**config.mk**
```make
export PLATFORM = sky130hd
export DESIGN_NAME = fifo_stream_reader
export DESIGN_NICKNAME = d
export VERILOG_FILES = /design/src/rtl/fifo_stream_reader.sv
export SDC_FILE = /design/constraint.sdc
export NUM_CORES = 1
export LEC_CHECK = 0
export BUFFER_PORTS_ARGS = -buffer_cell sky130_fd_sc_hd__buf_2
export CAP_MARGIN = 0
export CORE_UTILIZATION = 55
export CTS_BUF_LIST = sky130_fd_sc_hd__clkbuf_16
export CTS_CLUSTER_SIZE = 12
export DETAILED_ROUTE_END_ITERATION = 10
export HOLD_SLACK_MARGIN = 0.02
export PLACE_DENSITY = 0.78
export SKIP_CTS_REPAIR_TIMING = 1
export SKIP_LAST_GASP = 1
export SLEW_MARGIN = 25
export SYNTH_ARGS = -nofsm -noshare
export SYNTH_HDL_FRONTEND = slang
export SYNTH_SLANG_ARGS = --single-unit
```
**constraint.sdc**
```tcl
create_clock -name i_clk -period 2.17 [get_ports i_clk]
set_input_delay 0.1085 -clock i_clk [delete_from_list [all_inputs] [get_ports i_clk]]
set_output_delay 0.1085 -clock i_clk [all_outputs]
set_load 0.02 [all_outputs]
```
**src/rtl/fifo_stream_reader.sv**
```systemverilog
// fifo_stream_reader: drains a 1-cycle-latency synchronous FIFO into a valid/ready
// stream through a small skid buffer. The pop decision depends only on local
// occupancy, never on the sink's ready, so backpressure has no combinational path
// back into the FIFO.
module fifo_stream_reader #(
    parameter int unsigned N     = 32,
    parameter int unsigned DEPTH = 3
) (
    input  logic                       i_clk,
    input  logic                       i_rst_n,
    input  logic                       i_flush,
    input  logic                       i_fifo_empty,
    output logic                       o_fifo_pop,
    input  logic [N-1:0]               i_fifo_pop_data,
    output logic                       o_out_valid,
    input  logic                       i_out_ready,
    output logic [N-1:0]               o_out_data,
    output logic [$clog2(DEPTH+1)-1:0] o_level
);

    localparam int unsigned PW = $clog2(DEPTH);
    localparam int unsigned LW = $clog2(DEPTH + 1);

    // Storage and bookkeeping
    logic [N-1:0]  r_mem [DEPTH];
    logic [PW-1:0] r_wr_ptr;
    logic [PW-1:0] r_rd_ptr;
    logic [LW-1:0] r_level;
    logic          r_inflight;
    logic          r_drop;

    logic [LW:0]   w_occupancy;
    logic          w_room;
    logic          w_write;
    logic          w_xfer;
    logic [LW-1:0] w_level_next;

    // Pointers wrap with an explicit compare so non-power-of-2 depths work.
    function automatic logic [PW-1:0] ptr_inc(input logic [PW-1:0] p);
        if (p == PW'(DEPTH - 1)) begin
            return '0;
        end
        return p + 1'b1;
    endfunction

    // Occupancy counts the word already requested from the FIFO so a pop never
    // commits a slot that might not exist when the data lands.
    assign w_occupancy = {1'b0, r_level} + {{LW{1'b0}}, r_inflight};
    assign w_room      = (w_occupancy < (LW + 1)'(DEPTH));

    // Pop strobe is forced low during reset and flush.
    assign o_fifo_pop = i_rst_n & ~i_flush & ~i_fifo_empty & w_room;

    // A returning word is discarded if a flush is sampled on its arrival edge or
    // if it belongs to a request made before an earlier flush.
    assign w_write = r_inflight & ~r_drop & ~i_flush;

    // The sink's ready is ignored while flushing.
    assign w_xfer = o_out_valid & i_out_ready & ~i_flush;

    assign o_out_valid = (r_level != '0);
    assign o_out_data  = r_mem[r_rd_ptr];
    assign o_level     = r_level;

    // Next buffered-word count from arrival and departure of this cycle
    always_comb begin
        w_level_next = r_level;
        unique case ({w_write, w_xfer})
            2'b10:   w_level_next = r_level + 1'b1;
            2'b01:   w_level_next = r_level - 1'b1;
            default: w_level_next = r_level;
        endcase
    end

    // Pointer, level, in-flight and drop-flag state
    always_ff @(posedge i_clk or negedge i_rst_n) begin
        if (!i_rst_n) begin
            r_wr_ptr   <= '0;
            r_rd_ptr   <= '0;
            r_level    <= '0;
            r_inflight <= 1'b0;
            r_drop     <= 1'b0;
        end else if (i_flush) begin
            r_wr_ptr   <= '0;
            r_rd_ptr   <= '0;
            r_level    <= '0;
            r_inflight <= 1'b0;
            r_drop     <= r_inflight;
        end else begin
            r_inflight <= o_fifo_pop;
            r_drop     <= 1'b0;
            r_level    <= w_level_next;
            if (w_write) begin
                r_wr_ptr <= ptr_inc(r_wr_ptr);
            end
            if (w_xfer) begin
                r_rd_ptr <= ptr_inc(r_rd_ptr);
            end
        end
    end

    // Skid storage; cleared on reset so the idle output reads as zero
    always_ff @(posedge i_clk or negedge i_rst_n) begin
        if (!i_rst_n) begin
            for (int i = 0; i < int'(DEPTH); i++) begin
                r_mem[i] <= '0;
            end
        end else if (w_write) begin
            r_mem[r_wr_ptr] <= i_fifo_pop_data;
        end
    end

    // Protocol and capacity invariants
    a_no_pop_when_empty : assert property (
        @(posedge i_clk) disable iff (!i_rst_n) !(o_fifo_pop && i_fifo_empty));

    a_level_bound : assert property (
        @(posedge i_clk) disable iff (!i_rst_n) r_level <= LW'(DEPTH));

    a_no_overflow : assert property (
        @(posedge i_clk) disable iff (!i_rst_n)
        (w_write && !w_xfer) |-> (r_level < LW'(DEPTH)));

    a_head_valid_on_xfer : assert property (
        @(posedge i_clk) disable iff (!i_rst_n)
        (i_out_ready && !i_flush && !o_out_valid) |-> !w_xfer);

endmodule
```
Word-level counts from Yosys, hierarchy flattened
Index checks and enable logic that the tools add are counted.

Multiplexer cells: 24. Add/subtract/negate cells: 5. Equality and inequality tests: 4. Reduce and logical (&&, ||, !) cells: 5. Bitwise logic cells: 12. $lt $le $gt $ge: 4.

Operator list (count): 96-bit bitwise mux (1); 32-bit 2-to-1 mux (3); 32-bit binary-select mux with 2-bit select (1); 32-bit demux with 2-bit select (1); 2-bit 2-to-1 mux (9); 1-bit 2-to-1 mux (8); 1-bit AND (7); 2-bit by 1-bit adder with 2-bit output (second input constant) (3); 2-bit == test (second input constant) (3); 3-bit greater-or-equal comparator (second input constant) (2); 2-bit NOT with 3-bit output (2); 2-bit nonzero test (3); 2-bit case mux with 2 select lines (1); 2-bit by 1-bit adder with 3-bit output (1); 3-bit by 1-bit < comparator with 1-bit output (second input constant) (1); 3-bit by 2-bit < comparator with 1-bit output (second input constant) (1); 1-bit NOT (3); 3-bit nonzero test (1); 2-bit by 1-bit == test with 1-bit output (second input constant) (1); 2-bit by 1-bit subtractor with 2-bit output (second input constant) (1); 1-bit logical AND (1).

Output and inout bits: 36. Word-level logic and storage cells: 62. Bits of input ports: 37. Register bits: 104.

Longest topological paths before layout
Word-level depth: 8. Gate-level depth with buffers: 6. Depth with buffers taken out: 4.

Least setup slack after synthesis
No wires, ideal clock.

Kind: register -> output. From: register r_level[0], in the netlist o_level[0]. To: output o_fifo_pop. Path slack: 212 ps. Cell stages (with the launch flop): 5. Buffers on the path: 0. Arrival time: 1849 ps. Cell sequence: dfrtp_1 > ha_1 > ha_1 > or4b_2 > a21oi_1.

Longest elaborated chain between the ends: 3.

RTL lines: start: declaration (RTL line 28) `logic [LW-1:0] r_level;`; start signal: assignment (RTL line 92) `r_level <= w_level_next;`; 2-bit by 1-bit adder with 3-bit output (RTL line 48) `assign w_occupancy = {1'b0, r_level} + {{LW{1'b0}}, r_inflight};`; 3-bit by 2-bit < comparator with 1-bit output (RTL line 49) `assign w_room = (w_occupancy < (LW + 1)'(DEPTH));`; 1-bit AND (RTL line 52) `assign o_fifo_pop = i_rst_n & ~i_flush & ~i_fifo_empty & w_room;`; end: declaration (RTL line 13) `output logic o_fifo_pop,`.

No other way between the ends.

Worst setup path in the final report
Same ends and word-level chain as after synthesis.

==> impl_metrics.yaml <==
clock_network:
  numCtsBuffers: 9
  htree_levels: 3
  clock_latency_ps: 340
  cts_buffer_depth: 2
  clock_tree.root_cell: "clkbuf_16"
  clock-sinks: 104
  clkSlewWorstSetupHoldPaths_ps: 70
  tritoncts: "done"
power:
  seqPwrFrac: 0.494
  power.leakage_nw: 2.600
  p_sw_frac: 0.2802
  power_mw: 4.713
  p_sw_mw: 1.321
  power_density_nw_per_um2: 862.4
  p_clk_frac: 0.307
  p_comb_frac: 0.199
  ir_worst_vdd_mv: 0.4192
  p_int_mw: 3.392
detailed_routing:
  wl_um: 9139
  vias: 2952
  first_iter_violations: 121
  vias_per_cell: 5.477
  drt_pass1_iterations: 4
  wl_per_cell_um: 16.96
  drcViolationCount: 0
  ant_nets: 0
logic_synthesis:
  yosys_warnings: 0
  synth_xor_area_frac: 0
  synthAdderAreaFrac: 0.005346
  syn_nets: 392
  synth_area_per_cell_um2: 13.26
  synth-simple-area-share: 0.05373
  syn-cell-area_um2: 4681
  netlist.area_leader.share: 0.5560
  synth_compound_gate_area_share: 0.04357
  syn_inst: 353
  synth_area_leader_cell: "dfrtp_1"
  synth_area_leaders: "dfrtp_1 (56%), mux2_2 (23%), mux2i_1 (7.5%)"
  ys_seq_elements: 104
  yosys.cell_types.count: 21
  yosysSeqAreaShare: 0.5560
  synth_mux_area_frac: 0.3082
  synth_top_family_by_area: "multiplexers"
place:
  dp.cells: 519
  gp_congestion: 0.7296
  dp_hpwl_um: 5754
  numPortBuffers: 72
  dpl-instance-area_um2: 5154
sta:
  rsz0062_at_grt: "false"
  slew_violations: 0
  fin_tns_setup_ps: 0
  finalClockSkew_ps: 7.296
  finalCritPeriodShare: 0.9309
  fmax_ghz: 0.4950
  relSlewSlack: 0.6364
  fin_crit_ps: 2020
  setup_viol: 0
  finalHoldViolations: 0
  timing.hold.ws_ps: 23.35
  tightest_slew_ps: 545.4
worst_setup_path:
  crit_path_start_kind: "register"
  worstPathMaxFanout: 7
  regToRegSetupSlack_ps: 550
  cp-end-kind: "primary output"
  crit_arrival_ps: 1910
  crit_type: "reg -> out"
  required_ps: 2060
finish:
  final_nets: 467
  area_delta_synth_final_pct: 16.76
  fin_area_um2: 5465
  drive_gt1_frac: 0.4734
  instances_no_fill: 539
run_status:
  status: "finished clean"
global_routing:
  grt_pass1_vias: 2954
  gr-usage-all-layers: 0.2221
  grt-ovfl-total: 0
  grt_max_degree: 105
  grt_first_pass_wirelength_um: 14550
  grt_antenna_before_repair: 2
floorplan:
  placement_rows: 33
  start_util: 0.5697
  die_width_um: 94.25
  dieArea_um2: 8883
  io_pins: 73
  die_y_um: 94.25
  core_um2: 8217
min_path:
  hold_path_class: "in -> reg"
run:
  cap_violations: 0
## per-layer routing
metal,vias to the layer above,part of all wire,GRT usage
met3,13,0.044,0.06230
met1,1485,0.46,0.2892
met4,0,0.020,0.08333
met5,-,0,0
met2,61,0.48,0.3527
li1,1393,-,-
## synth_stat cells
cell type / n
nor2_1: 5
nand2_1: 36
or3_1: 1
clkbuf_1: 8
mux2i_1: 35
buf_4: 2
nor2b_1: 5
nor3b_4: 1
buf_6: 8
a21oi_1: 5
mux2_2: 97
a31o_2: 1
dfrtp_1: 104
o21ai_0: 34
buf_2: 4
nand3b_2: 1
and2_2: 1
or2_2: 1
or4b_2: 1
nand2b_1: 1
ha_1: 2
## kinds of logic (layout without fill, tap and decap cells)
kind of cell | Yosys count | after routing
buf+inv | 22 | 102
mux | 132 | 132
fa+ha+maj | 2 | 2
flops | 104 | 104
simple gates | 53 | 53
other cells | 0 | 1
compound gates | 40 | 40
## placed cells by master, fill, tap and decap left out, types with 2 or more instances in the layout
cell type / count
o21ai_0: 34
nand2_2: 2
a21oi_1: 4
buf_12: 3
dlygate4sd3_1: 3
mux2_2: 97
dfrtp_1: 103
buf_2: 70
nor2b_1: 4
buf_4: 10
clkbuf_16: 9
mux2i_1: 35
nor2_1: 5
nand2_1: 34
inv_1: 2
clkinvlp_4: 4
## power groups by stage
stage	sequential (mW)	combinational (mW)	clock, mW
6_report	2.33	0.936	1.45
5_1_grt	2.36	1.03	1.56
4_1_cts	2.33	0.942	1.49
3_5_place_dp	2.36	0.936	0
3_3_place_gp	2.34	0.915	0
2_1_floorplan	2.32	0.626	0
## path summary, 6_finish.rpt
check                      depth (start not counted)                   start                       to
hold / removal                                     2     i_fifo_pop_data[15]    r_mem[47]$_DFFE_PN0P_
max in group asynchronous                          3                 i_rst_n  r_rd_ptr[1]$_DFFE_PN0P_
hold reg to reg                                    1   r_mem[86]$_DFFE_PN0P_    r_mem[86]$_DFFE_PN0P_
setup / recovery                                   5  o_level[0]$_DFFE_PN0P_               o_fifo_pop
setup reg to reg                                   4    r_inflight$_DFF_PN0_    r_mem[70]$_DFFE_PN0P_
min in group asynchronous                          3                 i_rst_n     r_mem[3]$_DFFE_PN0P_
## registers in the layout, summed over array words and instances (netlist names)
name        count
r_wr_ptr        2
o_level         2
r_mem          96
r_drop          1
r_rd_ptr        2
r_inflight      1
## critical path, stage by stage, from the launching register on
cell,delay (ps)
dfrtp_1,430
ha_2,210
ha_1,190
or4b_4,490
a21oi_2,120
buf_4,150
## final cells by class
type                            instances  area (µm²)
Sequential cell                       104        2604
Multi-Input combinational cell        227        1946
Clock buffer                            9       225.2
Tap cell                              105       131.4
Timing Repair Buffer                   86       515.5
Clock inverter                          7       41.29
Antenna cell                            1       2.502
Fill cell                             639        2751
## metrics by stage
stage          setup WS (ps)  utilization
2_1_floorplan          212.4            -
3_3_place_gp           353.2       0.6272
3_5_place_dp           326.2       0.6272
4_1_cts               -36.82       0.6597
5_1_grt                57.09       0.6648
6_report               149.9       0.6651
Power figures use the tool's default switching activity.
